`src/rtl/mac_tx_pkt_gen.sv`:
```
// Test-frame generator for a MAC transmit port: emits bursts of incrementing-byte
// frames with a programmable length, inter-packet gap and frame count.
module mac_tx_pkt_gen #(
  parameter int DATA_W  = 32,
  parameter int BE_W    = 2,
  parameter int MIN_LEN = 60,
  parameter int MAX_LEN = 1514,
  parameter int CNT_W   = 16
) (
  input  logic              clk_user,
  input  logic              reset,
  input  logic              start,
  input  logic              abort,
  input  logic [10:0]       pkt_len,
  input  logic [CNT_W-1:0]  pkt_num,
  input  logic [7:0]        ipg,
  input  logic              tx_mac_wa,
  output logic              tx_mac_wr,
  output logic [DATA_W-1:0] tx_mac_data,
  output logic [BE_W-1:0]   tx_mac_be,
  output logic              tx_mac_sop,
  output logic              tx_mac_eop,
  output logic              busy,
  output logic              done,
  output logic [CNT_W-1:0]  pkt_cnt,
  output logic [31:0]       byte_cnt
);
  localparam int BPW = DATA_W / 8;

  typedef enum logic [1:0] {IDLE, SEND, GAP} state_t;
  state_t state, state_next;

  // Burst parameters captured on start
  logic [11:0]      last_q;
  logic [BE_W-1:0]  rem_q;
  logic [CNT_W-1:0] num_q;
  logic [7:0]       ipg_q;

  logic [11:0]      word_idx;
  logic [7:0]       frame_q;
  logic [7:0]       gap_cnt;
  logic             abort_pend;

  logic [10:0]      len_clamp;
  logic [11:0]      len_round;
  logic [11:0]      last_calc;
  logic             xfer;
  logic             is_eop;
  logic             finish;
  logic [CNT_W-1:0] pkt_cnt_inc;
  logic [7:0]       xfer_bytes;
  logic [7:0]       base;
  logic [7:0]       lane;

  always_comb begin
    if (pkt_len > 11'(MAX_LEN))      len_clamp = 11'(MAX_LEN);
    else if (pkt_len < 11'(MIN_LEN)) len_clamp = 11'(MIN_LEN);
    else                             len_clamp = pkt_len;
    len_round = {1'b0, len_clamp} + 12'(BPW - 1);
    last_calc = (len_round >> BE_W) - 12'd1;
  end

  assign is_eop      = (word_idx == last_q);
  assign xfer        = (state == SEND) && tx_mac_wa;
  assign pkt_cnt_inc = pkt_cnt + 1'b1;
  assign xfer_bytes  = is_eop && (rem_q != '0) ? 8'(rem_q) : 8'(BPW);
  // A frame ends the burst on a pending or same-cycle abort, or when the count is met
  assign finish      = abort_pend || abort || ((num_q != '0) && (pkt_cnt_inc == num_q));

  // NOTE: every signal assigned in an always_comb gets a default first, so no
  // path through the block leaves it unassigned and infers a latch.
  always_comb begin
    state_next = state;
    case (state)
      IDLE: if (start) state_next = SEND;
      SEND: begin
        if (xfer && is_eop) begin
          if (finish)            state_next = IDLE;
          else if (ipg_q != '0)  state_next = GAP;
          else                   state_next = SEND;
        end
      end
      GAP: begin
        if (abort)              state_next = IDLE;
        else if (gap_cnt == 8'd1) state_next = SEND;
      end
      default: state_next = IDLE;
    endcase
  end

  // Word contents are a pure function of the frame/word position, so they hold
  // naturally while the MAC stalls.
  always_comb begin
    tx_mac_data = '0;
    lane        = '0;
    base        = frame_q + 8'(word_idx << BE_W);
    if (state == SEND) begin
      for (int b = 0; b < BPW; b++) begin
        lane = base + 8'(b);
        if (is_eop && (rem_q != '0) && (b >= int'(rem_q))) lane = '0;
        tx_mac_data[DATA_W-1-8*b -: 8] = lane;
      end
    end
  end

  assign tx_mac_wr  = xfer;
  assign tx_mac_sop = (state == SEND) && (word_idx == '0);
  assign tx_mac_eop = (state == SEND) && is_eop;
  assign tx_mac_be  = tx_mac_eop ? rem_q : '0;
  assign busy       = (state != IDLE);

  // NOTE: sequential state uses non-blocking assignments so every register
  // samples pre-edge values regardless of statement order.
  always_ff @(posedge clk_user) begin
    if (reset) state <= IDLE;
    else       state <= state_next;
  end

  always_ff @(posedge clk_user) begin
    if (reset) begin
      last_q     <= '0;
      rem_q      <= '0;
      num_q      <= '0;
      ipg_q      <= '0;
      word_idx   <= '0;
      frame_q    <= '0;
      gap_cnt    <= '0;
      abort_pend <= 1'b0;
      pkt_cnt    <= '0;
      byte_cnt   <= '0;
      done       <= 1'b0;
    end else begin
      done <= 1'b0;
      case (state)
        IDLE: begin
          if (start) begin
            last_q     <= last_calc;
            rem_q      <= len_clamp[BE_W-1:0];
            num_q      <= pkt_num;
            ipg_q      <= ipg;
            word_idx   <= '0;
            frame_q    <= '0;
            abort_pend <= 1'b0;
            pkt_cnt    <= '0;
            byte_cnt   <= '0;
          end
        end
        SEND: begin
          if (abort) abort_pend <= 1'b1;
          if (xfer) begin
            byte_cnt <= byte_cnt + 32'(xfer_bytes);
            if (is_eop) begin
              word_idx <= '0;
              frame_q  <= frame_q + 8'd1;
              pkt_cnt  <= pkt_cnt_inc;
              gap_cnt  <= ipg_q;
              if (finish) done <= 1'b1;
            end else begin
              word_idx <= word_idx + 12'd1;
            end
          end
        end
        GAP: begin
          gap_cnt <= gap_cnt - 8'd1;
          if (abort) done <= 1'b1;
        end
        default: ;
      endcase
    end
  end
endmodule

```
`config.mk`:
```
export PLATFORM = sky130hd
export DESIGN_NAME = mac_tx_pkt_gen
export DESIGN_NICKNAME = d
export VERILOG_FILES = /design/src/rtl/mac_tx_pkt_gen.sv
export SDC_FILE = /design/constraint.sdc
export NUM_CORES = 1
export LEC_CHECK = 0
export BUFFER_PORTS_ARGS = -buffer_cell sky130_fd_sc_hd__buf_2
export CAP_MARGIN = 25
export CORE_ASPECT_RATIO = 1.25
export CORE_MARGIN = 3
export CORE_UTILIZATION = 30
export CTS_CLUSTER_SIZE = 28
export DETAILED_ROUTE_END_ITERATION = 16
export PLACE_DENSITY_LB_ADDON = 0.3
export SLEW_MARGIN = 20
export SYNTH_ARGS = -nofsm -noshare
export SYNTH_HDL_FRONTEND = slang
export SYNTH_SLANG_ARGS = --single-unit
```
`constraint.sdc`:
```
create_clock -name clk_user -period 3.42 [get_ports clk_user]
set_input_delay 0.171 -clock clk_user [delete_from_list [all_inputs] [get_ports clk_user]]
set_output_delay 0.171 -clock clk_user [all_outputs]
set_load 0.1 [all_outputs]
```
======== Yosys cells after proc, flatten, opt, wreduce, memory -nomap -nowiden ========
Index checks and enable logic that the tools add are counted.
operators by class
  shift operators ......................... 0
  mux-type cells .......................... 42
  reduce and logical (&&, ||, !) cells .... 25
  multipliers ............................. 0
  equal/unequal tests ..................... 11
  $lt $le $gt $ge ......................... 5
  divide/modulo/power cells ............... 0
  bitwise gates (word level) .............. 0
  add/subtract/negate cells ............... 11
operators with widths
  kind                     number
  $mux W32                 3
  $mux W8                  9
  $pmux W32 S2             1
  $mux W16                 3
  $mux W12                 3
  $add A32 B3 Y32          1
  $pmux W16 S2             1
  $pmux W8 S2              2
  $pmux W12 S2             1
  $mux W11                 2
  $add A16 B1 Y16 const B  1
  $add A8 B1 Y8 const B    2
  $add A8 B2 Y8 const B    2
  $eq A16 B16 Y1           1
  $reduce_bool A16 Y1      1
  $mux W2                  7
  $add A11 B2 Y12 const B  1
  $add A12 B1 Y12 const B  1
  $eq A12 B12 Y1           1
  $logic_not A12 Y1        1
  $reduce_and A3 Y1        4
  $gt A11 B11 Y1 const B   1
  $lt A11 B6 Y1 const B    1
  $sub A10 B1 Y11 const B  1
  20 further kinds         43
storage, ports and cells
  register bits ........................... 118
  latch bits .............................. 0
  bits in writable memories ............... 0
  input port bits ......................... 40
  memories ................................ 0
  bits in read-only memories .............. 0
  output and inout port bits .............. 87

======== Logic depth before layout (Yosys ltp) ========
  depth in word-level cells ............... 8
  gate-level depth with buffers ........... 15
  mapped depth without buffers ............ 13

======== Least setup slack after synthesis ========
OpenSTA, ideal clock, no wires.
  path kind ............................... register to output
  start point ............................. reg word_idx[0]
  end point ............................... out tx_mac_data[12]
  stages on the path, launching flop included .. 6
  data arrival time ....................... 3484 ps
  slack ................................... -235 ps
  path through ............................ dfxtp_1 -> ha_1 -> fa_1 -> clkbuf_1 -> a31oi_1 -> nor3_1
on the way
  longest elaborated chain between the ends .. 5
ends and longest elaborated chain
  item                                                   RTL line  source
  from (decl)                                            39        logic [11:0] word_idx;
  from (signal assigned)                                 159       word_idx <= word_idx + 12'd1;
  branches (longest 3 deep; another with $add A8 B8 Y8)  --
  $mux W8 *                                              100       if (is_eop && (rem_q != '0) && (b >= int'(rem_q))) lane = '0;
  $mux W32 *                                             97        if (state == SEND) begin
  to (decl)                                              19        output logic [DATA_W-1:0] tx_mac_data,
Mark *: on every way between the ends.

======== Final worst setup path ========
  start point ............................. reg word_idx[0]
  end point ............................... out tx_mac_data[14]
Same word-level chain as after synthesis.

==> impl_metrics.yaml <==
global_route:
  grt_pass1_vias: 6568
  grt_max_degree: 59
  grt_pass1_wl_um: 33100
  overflow: 0
  antenna_found_initial: 1
  grt_usage: 0.157
critical_path:
  crit_type: "reg -> out"
  critPathRequiredTime_ns: 3.25
  cp.arrival_ns: 3.05
  worst_setup_path_start_kind: "register"
  path_max_fanout: 10
  end_kind: "primary output"
detailed_routing:
  drtIter0Drc: 349
  firstDrtPassIters: 5
  route.vias.total: 6994
  wl_per_cell_um: 15.2
  viasPerCell: 5.18
  routed_wl_um: 20500
  antenna_left: 0
  drc: 0
floorplan:
  ioPinCount: 127
  coreArea_um2: 23300
  die_y_um: 179
  start_util: 0.308
  die_x_um: 144
  rows: 62
  die_area_um2: 25800
min_path:
  hp-class: "in -> reg"
clock_network:
  cts_tree: "done"
  clock_path_buffers: 2
  clkTransAtPathRegs_ns: 0.05
  cts_inserted_buffers: 17
  root_buffer: "clkbuf_16"
  cts.sinks: 117
  clkLatencyLatePin_ns: 0.41
  htree_levels: 4
sta:
  min_period_ns: 3.22
  fin_setup_tns_ns: 0
  slew_headroom: 0.410
  hold_viol_final: 0
  skew_ns: 0.00873
  rsz0062_at_grt: "false"
  fmax_ghz: 0.310
  setup_viol: 0
  min_period_over_period: 0.942
  hold_ws_ns: 0.0167
  worst_slew_pin_slew_ns: 0.885
  slew_violations: 0
placement:
  io_buffers: 126
  finalWeightedCongestion: 0.869
  hpwl_um: 15000
yosys:
  netlist_instances: 917
  yosys-top-cells-count: "dfxtp_1 (117), nor2_1 (115), nand2_1 (101), xor2_1 (63), a21oi_1 (62)"
  synth_top_area_frac: 0.327
  synth-main-ff-cell: "dfxtp_1"
  syn_area_um2: 7170
  ys_seq_elements: 117
  synthArstFlopShare: 0
  synthTopCellsByArea: "dfxtp_1 (33%), xor2_1 (7.7%), nor2_1 (6.0%)"
  synth_top_cell_by_area: "dfxtp_1"
  synth_seq_area_share: 0.327
  yosysMostFrequentCell: "dfxtp_1"
  synth.distinct_cells: 70
  synthesis.nets: 981
  synth_edf_count: 0
  yosys_warnings: 0
  synth.avg_cell_area_um2: 7.82
power_and_ir_drop:
  p_leak_nw: 3.73
  p_per_area_nw_per_um2: 566
  ir_drop_uv: 295
finish:
  synthToLayoutAreaGrowth_pct: 24.9
  final_nets: 1114
  layout-drive-gt1-share: 0.193
  nFillCells: 2429
  antennaDiodeCount: 0
outcome:
  status: "finished, final reports clean"
job:
  maxCapViolCount: 0
-- state kept, by name, indices dropped and copies added, names as in the netlist --
signal / count
pkt_cnt: 16
byte_cnt: 32
done: 1
ipg_q: 8
state: 2
last_q: 11
gap_cnt: 8
word_idx: 12
num_q: 16
abort_pend: 1
rem_q: 2
frame_q: 8
-- critical path: stages (launching register included) --
cell and delay (ns):
dfxtp_1 0.37, ha_1 0.25, fa_1 0.74, nand2_1 0.13
nor3b_1 0.32, nand2_1 0.11, xor2_1 0.14, nor2_1 0.12
buf_2 0.45
-- cell type report --
type	count	area [um^2]	share of cell area
Sequential cell	117	2340	0.261
Timing Repair Buffer	168	993	0.111
Multi-Input combinational cell	722	4560	0.509
Tap cell	288	360	0.0402
Clock inverter	11	149	0.0166
Inverter	24	90.1	0.0101
Clock buffer	21	460	0.0514
-- repair_timing --
action / CTS / global route
endpoints found under the hold margin: 19 / 0
endpoints found under the setup margin: 0 / 20
resized for setup: 0 / 6
hold buffers: 19 / 0
buffers inserted: 0 / 2
-- kinds of logic after synthesis --
| kind of cell | count (synthesis) | share of synthesized area |
|---|---|---|
| and+or+nand+nor | 419 | 0.297 |
| buffers and inverters | 78 | 0.0436 |
| adders and majority gates | 24 | 0.0440 |
| DFF | 117 | 0.327 |
| AOI/OAI and AO/OA | 172 | 0.157 |
| muxes | 6 | 0.00838 |
| xor gates and xnor gates | 101 | 0.123 |
-- metal layers --
metal,track usage,wire [um],vias up,part of all wire
li1,-,-,3528,-
met1,0.204,9410,3288,0.46
met2,0.262,9790,142,0.48
met3,0.0243,801,34,0.039
met4,0.0583,471,2,0.023
met5,0,13,-,0.00063
-- placed cells by master, fill, tap and decap left out, types with 8 or more instances in the layout --
cell type and n:
xor2_1 62, nand2_1 101, buf_2 126, inv_1 23, ha_1 22, a21oi_1 62, nand4_1 29, and2_1 16
a211oi_1 10, or3_1 10, nor2_1 114, dlygate4sd3_1 19, nor4_1 15, nor3_1 16, and4_1 12, xnor2_1 37
nand3_1 37, clkbuf_16 17, and3_1 19, o21ai_0 22, dfxtp_1 117, a21o_1 8, buf_4 23
-- where the power goes --
part	total, W	internal (W)	switching, W
clock network	0.00184	0.00119	0.000652
logic	0.00166	0.000469	0.00119
registers	0.00156	0.00146	0.000103
total	0.00507	0.00312	0.00195
-- final timing paths --
kind	to	from	slack, ns	depth (start not counted)
max	tx_mac_data[14]	word_idx[0]	0.20	8
min	num_q[12]	pkt_num[12]	0.02	3
max reg2reg	byte_cnt[12]	word_idx[10]	0.31	13
min reg2reg	gap_cnt[1]	gap_cnt[1]	0.46	2
-- through the flow --
stage / setup WS, ns / instances / total power (W) / area [um^2] / util
floorplan: 0.0127 / 917 / 0.00280 / 7180 / -
global placement: 0.196 / 1298 / 0.00325 / 8110 / 0.348
detailed placement: 0.0886 / 1298 / 0.00325 / 8110 / 0.348
CTS: 0.0547 / 1349 / 0.00513 / 8900 / 0.383
global route: 0.0273 / 1351 / 0.00534 / 8960 / 0.385
finish: 0.199 / 1351 / 0.00507 / 8960 / 0.385
No activity file was read; power rests on OpenSTA's default activity.
